==> src/rtl/gray_pkg.sv <==
// Shared types for the Gray position tracker: FSM state encoding and the
// classification of one observed change of the binary position.
package gray_pkg;

  typedef enum logic [0:0] {
    SYNC  = 1'b0,
    TRACK = 1'b1
  } gray_trk_state_e;

  typedef enum logic [1:0] {
    STEP_NONE    = 2'd0,
    STEP_UP      = 2'd1,
    STEP_DOWN    = 2'd2,
    STEP_ILLEGAL = 2'd3
  } gray_step_e;

endpackage : gray_pkg

==> src/rtl/gray_step_tracker_gray2bin.sv <==
// Combinational Gray-to-binary converter: each binary bit is the XOR of all
// Gray bits at or above its position.
module gray2bin #(
  parameter int width_p = 5
) (
  input  logic [width_p-1:0] gray_i,
  output logic [width_p-1:0] bin_o
);

  logic [width_p-1:0] bin;

  always_comb begin
    bin = '0;
    bin[width_p-1] = gray_i[width_p-1];
    for (int i = width_p - 2; i >= 0; i--) begin
      bin[i] = bin[i+1] ^ gray_i[i];
    end
  end

  assign bin_o = bin;

endmodule : gray2bin

==> src/rtl/gray_step_tracker.sv <==
// Tracks a Gray-coded position source, accumulates +1/-1 steps and posts step
// events on a valid/ready interface. Define GRAY_TRACKER_FILTER_EN to add a
// two-sample stability filter in front of the converter (one extra cycle).
module gray_step_tracker
  import gray_pkg::*;
#(
  parameter int width_p     = 5,
  parameter int pos_width_p = 16
) (
  input  logic                   clk_i,
  input  logic                   reset_i,
  input  logic                   en_i,
  input  logic [width_p-1:0]     gray_i,
  output logic [pos_width_p-1:0] pos_o,
  output logic                   valid_o,
  input  logic                   ready_i,
  output logic                   dir_o,
  output logic                   coalesced_o,
  output logic                   err_o,
  input  logic                   err_clr_i
);

  gray_trk_state_e    state;
  gray_step_e         step;
  logic [width_p-1:0] gray_r;
  logic [width_p-1:0] bin_cur;
  logic [width_p-1:0] bin_prev;
  logic [width_p-1:0] delta;
  logic               handshake;

  // NOTE: the input register is loaded from gray_i even during reset rather
  // than cleared, so the SYNC state baselines on the real source position.
`ifdef GRAY_TRACKER_FILTER_EN
  logic [width_p-1:0] gray_s1;

  always_ff @(posedge clk_i) begin
    gray_s1 <= gray_i;
    if (reset_i || (gray_i == gray_s1)) begin
      gray_r <= gray_i;
    end
  end
`else
  always_ff @(posedge clk_i) begin
    gray_r <= gray_i;
  end
`endif

  gray2bin #(.width_p(width_p)) u_gray2bin (
    .gray_i (gray_r),
    .bin_o  (bin_cur)
  );

  assign delta     = bin_cur - bin_prev;
  assign handshake = valid_o & ready_i;

  always_comb begin
    step = STEP_NONE;
    if ((state == TRACK) && en_i) begin
      if (delta == width_p'(1)) begin
        step = STEP_UP;
      end else if (delta == '1) begin
        step = STEP_DOWN;
      end else if (delta != '0) begin
        step = STEP_ILLEGAL;
      end
    end
  end

  // NOTE: all state below uses non-blocking assignments so every register
  // samples pre-edge values, regardless of statement order.
  always_ff @(posedge clk_i) begin
    if (reset_i) begin
      state       <= SYNC;
      bin_prev    <= '0;
      pos_o       <= '0;
      valid_o     <= 1'b0;
      dir_o       <= 1'b0;
      coalesced_o <= 1'b0;
      err_o       <= 1'b0;
    end else begin
      // Baseline follows the source every cycle, so an illegal jump resyncs.
      bin_prev <= bin_cur;
      if (state == SYNC) begin
        state <= TRACK;
      end

      if (step == STEP_UP) begin
        pos_o <= pos_o + pos_width_p'(1);
        dir_o <= 1'b1;
      end else if (step == STEP_DOWN) begin
        pos_o <= pos_o - pos_width_p'(1);
        dir_o <= 1'b0;
      end

      if ((step == STEP_UP) || (step == STEP_DOWN)) begin
        valid_o     <= 1'b1;
        coalesced_o <= valid_o & ~ready_i;
      end else if (handshake) begin
        valid_o     <= 1'b0;
        coalesced_o <= 1'b0;
      end

      // A new illegal jump outranks a clear in the same cycle.
      if (step == STEP_ILLEGAL) begin
        err_o <= 1'b1;
      end else if (err_clr_i) begin
        err_o <= 1'b0;
      end
    end
  end

endmodule : gray_step_tracker

==> config.mk <==
export PLATFORM = sky130hd
export DESIGN_NAME = gray_step_tracker
export DESIGN_NICKNAME = d
export VERILOG_FILES = /design/src/rtl/gray_pkg.sv /design/src/rtl/gray_step_tracker_gray2bin.sv /design/src/rtl/gray_step_tracker.sv
export SDC_FILE = /design/constraint.sdc
export NUM_CORES = 1
export LEC_CHECK = 0
export CAP_MARGIN = 20
export CORE_UTILIZATION = 55
export CTS_CLUSTER_DIAMETER = 30
export CTS_CLUSTER_SIZE = 40
export DETAILED_ROUTE_END_ITERATION = 16
export PLACE_DENSITY = 0.91
export SYNTH_ARGS = -nofsm -noshare
export SYNTH_HDL_FRONTEND = slang
export SYNTH_SLANG_ARGS = --single-unit
==> constraint.sdc <==
create_clock -name clk_i -period 8.3 [get_ports clk_i]
set_input_delay 1.66 -clock clk_i [delete_from_list [all_inputs] [get_ports clk_i]]
set_output_delay 1.66 -clock clk_i [all_outputs]
set_load 0.01 [all_outputs]
=== Yosys cells after proc, flatten, opt, wreduce, memory -nomap -nowiden ===
Cells that the tools add are included.

* Bits in registers: 31
* Output and inout bits: 20

* Add/subtract/negate cells: 3
* Equal/unequal tests: 5
* Muxes and demuxes: 14
* Bitwise gates (word level): 7
* Reduce and logical (&&, ||, !) cells: 6

{| class="wikitable"
|+ Operator list
! cell !! number
|-
| $mux 16 || 2
|-
| $add 16x1->16 const B || 1
|-
| $sub 16x1->16 const B || 1
|-
| $mux 1 || 8
|-
| $mux 2 || 4
|-
| $reduce_bool 2->1 || 3
|-
| $eq 5x1->1 const B || 1
|-
| $eq 5x5->1 const B || 1
|-
| $reduce_bool 5->1 || 1
|-
| $sub 5x5->5 || 1
|-
| $eq 2x2->1 const B || 2
|-
| $xor 1x1->1 || 4
|-
| $and 1x1->1 || 2
|-
| $eq 2x1->1 const B || 1
|-
| $logic_and 1x1->1 || 1
|-
| $logic_or 1x1->1 || 1
|-
| $not 1->1 || 1
|}

=== Logic depth before layout (Yosys ltp) ===
* Word-level depth: 13
* Depth in mapped cells: 23

=== By module ===
Synthesis repeated with hierarchy kept, for this count alone.

* Cells, all modules: 243
* Area, all modules: 2,055.7 um2

{| class="wikitable"
|+ Modules (own cells, without submodules)
! module !! instances !! cells each !! area an instance (um2)
|-
| gray_step_tracker || 1 || 237 || 1,983.2
|-
| gray2bin || 1 || 6 || 72.6
|}

=== Worst setup path before layout ===
OpenSTA, ideal clock, no wires.

* Kind: reg-to-reg
* Start: reg gray_r[4]
* End: reg pos_o[15]
* Library setup time: 0.123 ns
* Arrival time: 4.847 ns
* Required time: 8.177 ns
* Slack: 3.330 ns
* Stages on the path, launching flop included: 23
* Period minus slack after synthesis: 4.970 ns
* Cells stage by stage: dfxtp_1 xor2_1 xnor2_1 xor2_1 xor2_1 ha_1 inv_1 fa_1 a21o_1 a21oi_1 xnor2_1 and4b_1 a21oi_1 a21boi_0 ha_1 inv_1 ha_1 a21oi_1 a211oi_2 nor2_1 o311a_1 mux2i_1 mux2_1

* Word-level cells in the longest chain between the ends: 12

{| class="wikitable"
|+ Ends and longest elaborated chain
! what !! line !! text
|-
| start, declared || gray_step_tracker.sv:25 || <nowiki>logic [width_p-1:0] gray_r;</nowiki>
|-
| start signal, assigned || gray_step_tracker.sv:44 || <nowiki>gray_r <= gray_i;</nowiki>
|-
| $xor 1x1->1 * || gray_step_tracker_gray2bin.sv:16 || <nowiki>bin[i] = bin[i+1] ^ gray_i[i];</nowiki>
|-
| named net bin_cur[3] || gray_step_tracker.sv:26 || <nowiki>logic [width_p-1:0] bin_cur;</nowiki>
|-
| $xor 1x1->1 (3 in a row) || gray_step_tracker_gray2bin.sv:16 ||
|-
| $sub 5x5->5 * || gray_step_tracker.sv:53 || <nowiki>assign delta = bin_cur - bin_prev;</nowiki>
|-
| $reduce_bool 5->1 || gray_step_tracker.sv:63 || <nowiki>end else if (delta != '0) begin</nowiki>
|-
| $mux 2 || gray_step_tracker.sv:63 ||
|-
| $mux 2 || gray_step_tracker.sv:61 || <nowiki>end else if (delta == '1) begin</nowiki>
|-
| $mux 2 * || gray_step_tracker.sv:59 || <nowiki>if (delta == width_p'(1)) begin</nowiki>
|-
| $mux 2 * || gray_step_tracker.sv:58 || <nowiki>if ((state == TRACK) && en_i) begin</nowiki>
|-
| $eq 2x1->1 / $eq 2x2->1 (equally long branches) || gray_step_tracker.sv:87, gray_step_tracker.sv:90 ||
|-
| $mux 16 / $reduce_bool 2->1 (equally long branches) || n/a ||
|-
| end signal, assigned || gray_step_tracker.sv:88 || <nowiki>pos_o <= pos_o + pos_width_p'(1);</nowiki>
|-
| end signal, assigned || gray_step_tracker.sv:91 || <nowiki>pos_o <= pos_o - pos_width_p'(1);</nowiki>
|-
| end, declared || gray_step_tracker.sv:14 || <nowiki>output logic [pos_width_p-1:0] pos_o,</nowiki>
|}

The timed path passes the listed nets; every way through them passes the cells marked *.
A chain may end at the register's enable or synchronous reset.

=== Worst setup path in the final report ===
Same ends and word-level chain as after synthesis.

==> flow_summary.ini <==
[clock_tree]
cts_sinks = 31
cts_tree = done
cts_resized = 0
clock_path_buffers = 2
cts_inserted_buffers = 5
worstSkewPairLatency_ns = 0.34
cts-root-buf = clkbuf_4
cts_htree_levels = 2
clk_pin_slew_worst_paths_ns = 0.10
cts_setup_buffers = 0
ctsHoldBuffers = 0

[critical_path]
cp-end-kind = register
worstPathRequired_ns = 8.53
arrival_ns = 5.86
critPathLaunchType = register
crit_fanout = 15
path_class = register to register

[synthesis]
synthCells = 235
avgSynthCellArea_um2 = 8.50
async_flop_share_pct = 0
ys_warn_count = 0
ys_ff_latch = 31
synth_cell_types = 49
synth_edf_count = 0
ys_seq_area_share_pct = 31.1
syn-num-nets = 268
synth_area_leader_cell = dfxtp_1
yosys-top-cells-area = dfxtp_1, ha_1, a21oi_1
synthesis.area_um2 = 2000
ys.flop_type = dfxtp_1
synth_top_area_share_pct = 31.1

[floorplanning]
fp.dieW_um = 62.3
start_util_pct = 58.5
die_area_um2 = 3880
core_um2 = 3420
die_h_um = 62.3
rows = 21
top_level_ports = 30

[drt]
first_iter_violations = 93
ant_nets = 0
route.detailed.drc = 0
via_per_inst = 5.76
vias = 1785
wl_mm = 4.15
first_pass_iters = 4
avgRoutedWirePerCell_um = 13.4

[finish]
area_growth_syn_to_layout_pct = 19.2
nets = 296
fillers = 276
mostFrequentLayoutCell = dfxtp_1
n_antenna_cell = 0
drive_above_1_share_pct = 5.68
final_cell_mix = dfxtp_1, clkdlybuf4s50_1, a21oi_1
seq_area_um2 = 621
multi_input_area_um2 = 1270

[timing]
period_needed_ns = 5.63
setup_viol = 0
max_freq_ghz = 0.178
tns_ns = 0
drv_slew = 0
skew_ns = 0.00644
slew_headroom_pct = 63.3
hold_viol_final = 0
grt_setup_unrepaired = no
tightest_slew_ns = 0.547
layout_setup_ws_ns = 2.67
min_period_over_period_pct = 67.8

[grt]
grt_use_total_pct = 22.8
grt_pass1_wl_mm = 7.00
grt_max_degree = 39
grt_overflow = 0
antenna_found_initial = 0
grt_pass1_vias = 1655

[power]
design_power_total_w = 0.000827
peakVddDrop_uv = 178
p_leak_nw = 0.978
p_per_area_nw_per_um2 = 347

[placement]
gp_congestion = 0.839
pre_cts_slack_ns = 2.72
place_hpwl_mm = 2.98
numPortBuffers = 29

[status]
outcome = finished clean

[worst_hold_path]
hold_path.class = register to register

[run]
maxCapViolCount = 0
[flip-flops by register name, summed over array words and instances (netlist names)]
name	cells
pos_o	16
bin_prev	5
gray_r	5
coalesced_o	1
dir_o	1
err_o	1
state	1
valid_o	1
[per-stage QoR]
stage	hold WS, ns	utilization, %	instances	instance area, um^2
CTS	0.502	69.3	309	2370
finish	0.497	69.7	310	2380
global placement	0.466	67.1	301	2290
floorplan	0.477	-	235	2000
detailed placement	0.489	67.1	301	2290
global route	0.524	69.7	310	2380
[logic make-up (layout without fill, tap and decap cells)]
kind of cell	count (synthesis)	after routing	synth area share [%]
AO/OA/AOI/OAI	60	60	19.3
XOR/XNOR	13	13	5.70
adder cells (fa/ha/maj)	23	23	15.2
buffers and inverters	22	51	5.26
flip-flops	31	31	31.1
multiplexers	6	6	3.07
AND/OR/NAND/NOR	80	80	20.4
[metal layers]
layer / part of all wire, % / vias up / wire length (um) / track usage, %
met5: 0 / - / 0 / 0
met4: 1.4 / 0 / 57 / 8.43
met3: 4.8 / 7 / 200 / 5.88
met2: 50 / 46 / 2070 / 39.8
met1: 44 / 834 / 1830 / 26.7
li1: - / 898 / - / -
[power breakdown]
group	switching, W	internal, W
combinational	0.000267	0.000243
clock	0.0000527	0.0000494
sequential	0.0000299	0.000185
total	0.000350	0.000477
[area by class of cell]
cell class	count	area share, %
repair buffers	31	13.1
well taps	46	2.42
inverters	12	1.89
clock buffers	7	2.73
clock inverters	1	0.315
multi-input cells	182	53.4
flip-flops and latches	31	26.1
[path summary, 6_finish.rpt]
| check | depth (start not counted) | to | slack, ns | from |
|---|---|---|---|---|
| worst max register to register | 21 | pos_o[15] | 2.67 | gray_r[4] |
| worst max-delay path | 21 | pos_o[15] | 2.67 | gray_r[4] |
| worst min-delay path | 2 | pos_o[4] | 0.50 | pos_o[4] |
| worst min register to register | 2 | pos_o[4] | 0.50 | pos_o[4] |
[synth_stat cells (4+ instances only)]
library cell,n
a21oi_1,25
clkbuf_1,7
dfxtp_1,31
ha_1,21
inv_1,12
mux2i_1,5
nand2_1,19
nand3_1,9
nor2_1,19
nor2b_1,7
nor3_1,6
o211ai_1,4
o21ai_0,5
xnor2_1,8
xor2_1,5
[worst max-delay path, cell delays in order, from the launching register on]
cell and delay [ns]:
dfxtp_1 0.39, xor2_1 0.26, xnor2_1 0.22, xor2_1 0.27, xor2_1 0.23, ha_1 0.17, inv_1 0.06, fa_1 0.39
a21o_1 0.17, a21oi_1 0.17, xnor2_1 0.11, nor4_1 0.40, a21boi_0 0.21, ha_1 0.28, inv_1 0.40, ha_1 0.39
a21oi_1 0.34, o21ai_0 0.16, a21oi_1 0.16, o311a_1 0.18, mux2i_1 0.20, mux2_1 0.34
Power figures use the tool's default switching activity.
==> edit 1: new RTL, same settings <==
Add a define of `GRAY_TRACKER_FILTER_EN`.
--- a/src/rtl/gray_step_tracker.sv
+++ b/src/rtl/gray_step_tracker.sv
@@ -1,6 +1,8 @@
 // Tracks a Gray-coded position source, accumulates +1/-1 steps and posts step
 // events on a valid/ready interface. Define GRAY_TRACKER_FILTER_EN to add a
 // two-sample stability filter in front of the converter (one extra cycle).
+`define GRAY_TRACKER_FILTER_EN
+
 module gray_step_tracker
   import gray_pkg::*;
 #(
Behaviour: not the same (Yosys sat finds a counterexample within 4 cycles, from zero or initial values and one cycle with reset_i high).
==> edit 1 against the original RTL <==
  * Power rose by 11%
  * Design area rose by 6.7%
  * Cell count rose by 0.97%
  * Count of clock-buffer cells in the layout fell by 1
  * Utilization fell by 1.4 points
  * Routed wire length rose by 3.7%
  * Combinational power rose by 7.8%
  * Worst setup slack improved by 0.046 ns
  * Area after synthesis rose by 7.6%
  * Global-route usage rose by 0.22 points
  * Worst hold slack got worse by 0.0089 ns
  * Sequential cell count rose by 5
  * Critical path type unchanged
  * Largest cell class unchanged
  * Largest power group unchanged
==> edit 1: results (changes against the original RTL) <==
| Metric | Value |
|---|---|
| Status | `completed` |
| Via Count | `1765 (-1.1%)` |
| Multiplexer share of the synthesized area | `0.989% (-2.1 points)` |
| Nets | `298 (+0.68%)` |
| Critical path's slowest cell | `edfxtp_1` |
| FMAX | `179 MHz (+0.82%)` |
| Layout area overhead | `18.1%` |
| Clk Latency, worst-skew pair | `0.29 ns (-0.05 ns)` |
| Area of the multi-input gates | `0.00129 sq mm (+1.2%)` |
| R2r startpoint | `gray_r[4]$_DFFE_PP_` |
| Dpl ws | `2.79 ns (+0.0631 ns)` |
| Dpl hpwl | `3100 um (+4.0%)` |
| Clock-cell share | `3.40% (+0.35 points)` |
| Non-CTS buffers | `29 (-6.5%)` |
| Vias in the first global route | `1728 (+4.4%)` |
| Worst VDD drop | `0.000257 V (+44%)` |
| Area share of fa/ha/maj cells after synthesis | `14.1% (-1.1 points)` |
| GPL Wtd Cong | `0.884 (+5.4%)` |
| Int Power | `0.000540 W (+13%)` |
| Post-synthesis compound-gate area fraction | `18.3% (-1.0 points)` |
| Vias/cell | `5.64 (-2.1%)` |
| Warning count from the yosys run | `0 (unchanged)` |
| Hold Slack | `0.488 ns (-0.00892 ns)` |
| Root Driver | `clkbuf_8` |
| CP peak stage delay | `0.44 ns (+0.04 ns)` |
| Clock transition at the registers of the reported paths | `0.07 ns (-0.03 ns)` |
| Placed cells | `306 (+1.7%)` |
| WP data arrival | `5.76 ns (-0.10 ns)` |
| Pin count of the biggest net entering global routing | `29 (-26%)` |
| Synth area leaders | `dfxtp_1, ha_1, edfxtp_1, xnor2_1, a21oi_1` |
| Crit path max fanout | `15 (unchanged)` |
| Drt first-iter violations | `142 (+53%)` |
| Longest Clk Path Bufs | `2 (unchanged)` |
| Avg Synthesized Cell Area | `9.08 sq um (+6.7%)` |
| Layout cells sized above 1 | `6.42% (+0.73 points)` |
| EDFF count, synth | `5 (+5)` |
| Synth unique cells | `44 (-10%)` |
| Hold Crit Start | `pos_o[8]$_SDFFE_PP0P_` |
| Worst-Margin Slew | `1.04 ns (+0.498 ns)` |
| Synth Area in XOR/XNOR | `10.2% (+4.5 points)` |
| Data buffer area share | `11.4% (-1.7 points)` |
| Reg area | `771 sq um (+24%)` |
| WL final | `4310 um (+3.7%)` |
| DP Area | `0.00245 sq mm (+7.0%)` |
| Worst reg-to-reg path cell count | `23 (+9.5%)` |
| Hold endpoint | `pos_o[8]$_SDFFE_PP0P_` |
| Commonest cells in the netlist | `dfxtp_1, nand2_1, nor2_1` |
| Fill count | `311 (+13%)` |
| Register area share after synthesis | `35.8% (+4.8 points)` |
| Worst Skew | `0.00801 ns (+0.00157 ns)` |
| Clock buffers | `6 (-1)` |
| Lkg Pwr | `1.03 nW (+4.9%)` |
| Post-Syn Nets | `270 (+0.75%)` |
| Global-route wire length before repair | `7480 um (+6.8%)` |
| GRT Overall Usage | `23.0% (+0.22 points)` |
| FF+latch count | `36 (+16%)` |
[edit 1: per-layer routing]
metal	vias to the layer above	track usage, %	part of all wire, %
li1	879	-	-
met1	844	27.6	47
met2	37	39.1	48
met3	5	6.16	3.8
met4	0	8.89	1.2
met5	-	0	0
[edit 1: power by group through the flow]
stage | clock, W | combinational, W | sequential, W
finish | 0.000125 | 0.000550 | 0.000244
global route | 0.000134 | 0.000611 | 0.000249
global placement | 0 | 0.000526 | 0.000246
CTS | 0.000129 | 0.000549 | 0.000244
detailed placement | 0 | 0.000541 | 0.000247
floorplan | 0 | 0.000402 | 0.000255
[edit 1: worst max-delay path: cells and delay by family (launching register included)]
family | cells | cell delay [ns]
xor gates and xnor gates | 5 | 1.17
DFF | 1 | 0.44
buffers and inverters | 2 | 0.47
AOI/OAI and AO/OA | 8 | 1.51
and+or+nand+nor | 3 | 0.30
muxes | 1 | 0.35
adders and majority gates | 4 | 1.22
==> edit 2: new RTL, same flow settings <==
Without the edit above. Register the output `err_o` once more, cleared by the reset; this adds one clock of latency there. The other outputs are not delayed to match.
--- a/src/rtl/gray_step_tracker.sv
+++ b/src/rtl/gray_step_tracker.sv
@@ -19,6 +19,8 @@
   output logic                   err_o,
   input  logic                   err_clr_i
 );
+
+  logic err_s0;
 
   gray_trk_state_e    state;
   gray_step_e         step;
@@ -76,7 +78,7 @@
       valid_o     <= 1'b0;
       dir_o       <= 1'b0;
       coalesced_o <= 1'b0;
-      err_o       <= 1'b0;
+      err_s0      <= 1'b0;
     end else begin
       // Baseline follows the source every cycle, so an illegal jump resyncs.
       bin_prev <= bin_cur;
@@ -102,10 +104,18 @@
 
       // A new illegal jump outranks a clear in the same cycle.
       if (step == STEP_ILLEGAL) begin
-        err_o <= 1'b1;
+        err_s0 <= 1'b1;
       end else if (err_clr_i) begin
-        err_o <= 1'b0;
+        err_s0 <= 1'b0;
       end
+    end
+  end
+
+  always_ff @(posedge clk_i) begin
+    if (reset_i) begin
+      err_o <= '0;
+    end else begin
+      err_o <= err_s0;
     end
   end
 
Function: changed (a bounded check fails within 4 cycles, from zero or initial values and one cycle with reset_i high).
==> edit 2 against the original RTL <==
  * Global-route usage fell by 0.43 points
  * Power rose by 6.1%
  * Synthesized cell count rose by 0.85%
  * Sequential power rose by 2%
  * Highest routed layer unchanged
  * Cell count rose by 0.65%
  * Sequential cell count rose by 1
  * Combinational power barely moved
  * Largest cell class unchanged
  * Design area rose by 2.3%
  * Critical path type unchanged
  * First-iteration DRC count rose by 41%
  * Area after synthesis rose by 1.3%
  * Worst setup slack got worse by 0.040 ns
  * Die area rose by 1.3%
  * Routed wire length rose by 0.43%
==> edit 2: results (changes against the original RTL) <==
| Metric | Value |
|---|---|
| Lkg Pwr | `1.00 nW (+2.6%)` |
| DP Area | `0.00233 sq mm (+1.5%)` |
| Commonest cells in the netlist | `dfxtp_1, a21oi_1, ha_1` |
| Synth area leaders | `dfxtp_1, ha_1, a21oi_1, nand2_1, nor2_1` |
| Initial antenna violation count | `0 (unchanged)` |
| Routed wl met3 | `252 um (+26%)` |
| Drt first-iter violations | `131 (+41%)` |
| Dpl hpwl | `2860 um (-4.0%)` |
| Clk Latency, worst-skew pair | `0.29 ns (-0.05 ns)` |
| GPL Wtd Cong | `0.855 (+1.9%)` |
| Root Driver | `clkbuf_8` |
| Via Count | `1800 (+0.84%)` |
| Fill count | `280 (+1.4%)` |
| Internal reg-to-reg setup slack | `2.63 ns (-0.04 ns)` |
| Post-route insts no fill | `312 (+0.65%)` |
| Placed cells | `304 (+1.0%)` |
| Metal2 WL | `1850 um (-10%)` |
| Status | `completed` |
| Post-Syn Nets | `270 (+0.75%)` |
| Grt met2 use | `34.2% (-5.6 points)` |
| Met1 Wirelength | `1990 um (+8.7%)` |
| Met3 usage | `6.57% (+0.69 points)` |
| Global-route wire length before repair | `6910 um (-1.4%)` |
| Post-Synthesis Cells | `237 (+0.85%)` |
| Worst VDD drop | `0.000179 V (+0.33%)` |
| Max_slew headroom | `62.7% (-0.62 points)` |
| Met1 Use GR | `28.9% (+2.2 points)` |
| GRT Overall Usage | `22.4% (-0.43 points)` |
| Vias in the first global route | `1553 (-6.2%)` |
| Critical path's slowest cell | `fa_1` |
==> edit 2: changes by cell type in the layout (fill, tap and decap cells not counted), sizes merged <==
| cell | before | now |
|---|---|---|
| nor2b | 7 | 8 |
| bufinv | 0 | 1 |
| clkinv | 0 | 1 |
| clkbuf | 7 | 6 |
| clkinvlp | 1 | 0 |
| dfxtp | 31 | 32 |
==> edit 2: how the worst min path moves through the flow <==
stage                     slack (ns)                 from  cells after the start          endpoint
after global placement          0.45  err_s0$_SDFFE_PP0P_                      1  err_o$_SDFF_PP0_
final                           0.47  err_s0$_SDFFE_PP0P_                      1  err_o$_SDFF_PP0_
after CTS                       0.47  err_s0$_SDFFE_PP0P_                      1  err_o$_SDFF_PP0_
after floorplan                 0.44  err_s0$_SDFFE_PP0P_                      1  err_o$_SDFF_PP0_
after global routing            0.49  err_s0$_SDFFE_PP0P_                      1  err_o$_SDFF_PP0_
after detailed placement        0.46  err_s0$_SDFFE_PP0P_                      1  err_o$_SDFF_PP0_
==> edit 2: final cells by class <==
| type | instances | area, sq um | share of cell area [%] |
|---|---|---|---|
| Clock buffer | 6 | 72.6 | 2.98 |
| Sequential cell | 32 | 641 | 26.3 |
| Inverter | 12 | 45.0 | 1.85 |
| Timing Repair Buffer | 31 | 305 | 12.5 |
| Multi-Input combinational cell | 183 | 1280 | 52.5 |
| Clock inverter | 2 | 35.0 | 1.44 |
| Tap cell | 46 | 57.6 | 2.36 |
==> edit 2: cell families (layout without fill, tap and decap cells) <==
group / Yosys count / after routing / share of synthesized area, %
buffers and inverters: 22 / 51 / 5.19
DFF: 32 / 32 / 31.6
adders and majority gates: 23 / 23 / 15.0
and+or+nand+nor: 81 / 81 / 20.5
muxes: 6 / 6 / 3.03
AOI/OAI and AO/OA: 60 / 60 / 19.1
xor gates and xnor gates: 13 / 13 / 5.62
==> edit 2: per-stage QoR <==
stage	util [%]	total power, W	setup slack, ns
detailed placement	67.6	0.000722	2.76
global route	70.7	0.000947	2.15
CTS	70.7	0.000873	2.66
global placement	67.6	0.000710	2.99
finish	70.7	0.000878	2.63
floorplan	-	0.000594	3.33
==> edit 2: where the power goes <==
part           total [W]  leakage [nW]  switching [W]  internal, W
Sequential      0.000220         0.265      0.0000300     0.000190
Combinational   0.000511         0.683       0.000270     0.000241
Clock           0.000147        0.0552      0.0000578    0.0000890
Total           0.000878          1.00       0.000358     0.000520
==> edit 2: critical path: cells and delay by family, from the launching register on <==
kind	cells	cell delay, ns
AOI/OAI and AO/OA	7	1.45
adders and majority gates	4	1.25
xor gates and xnor gates	5	1.14
muxes	2	0.53
buffers and inverters	2	0.46
DFF	1	0.39
and+or+nand+nor	1	0.35
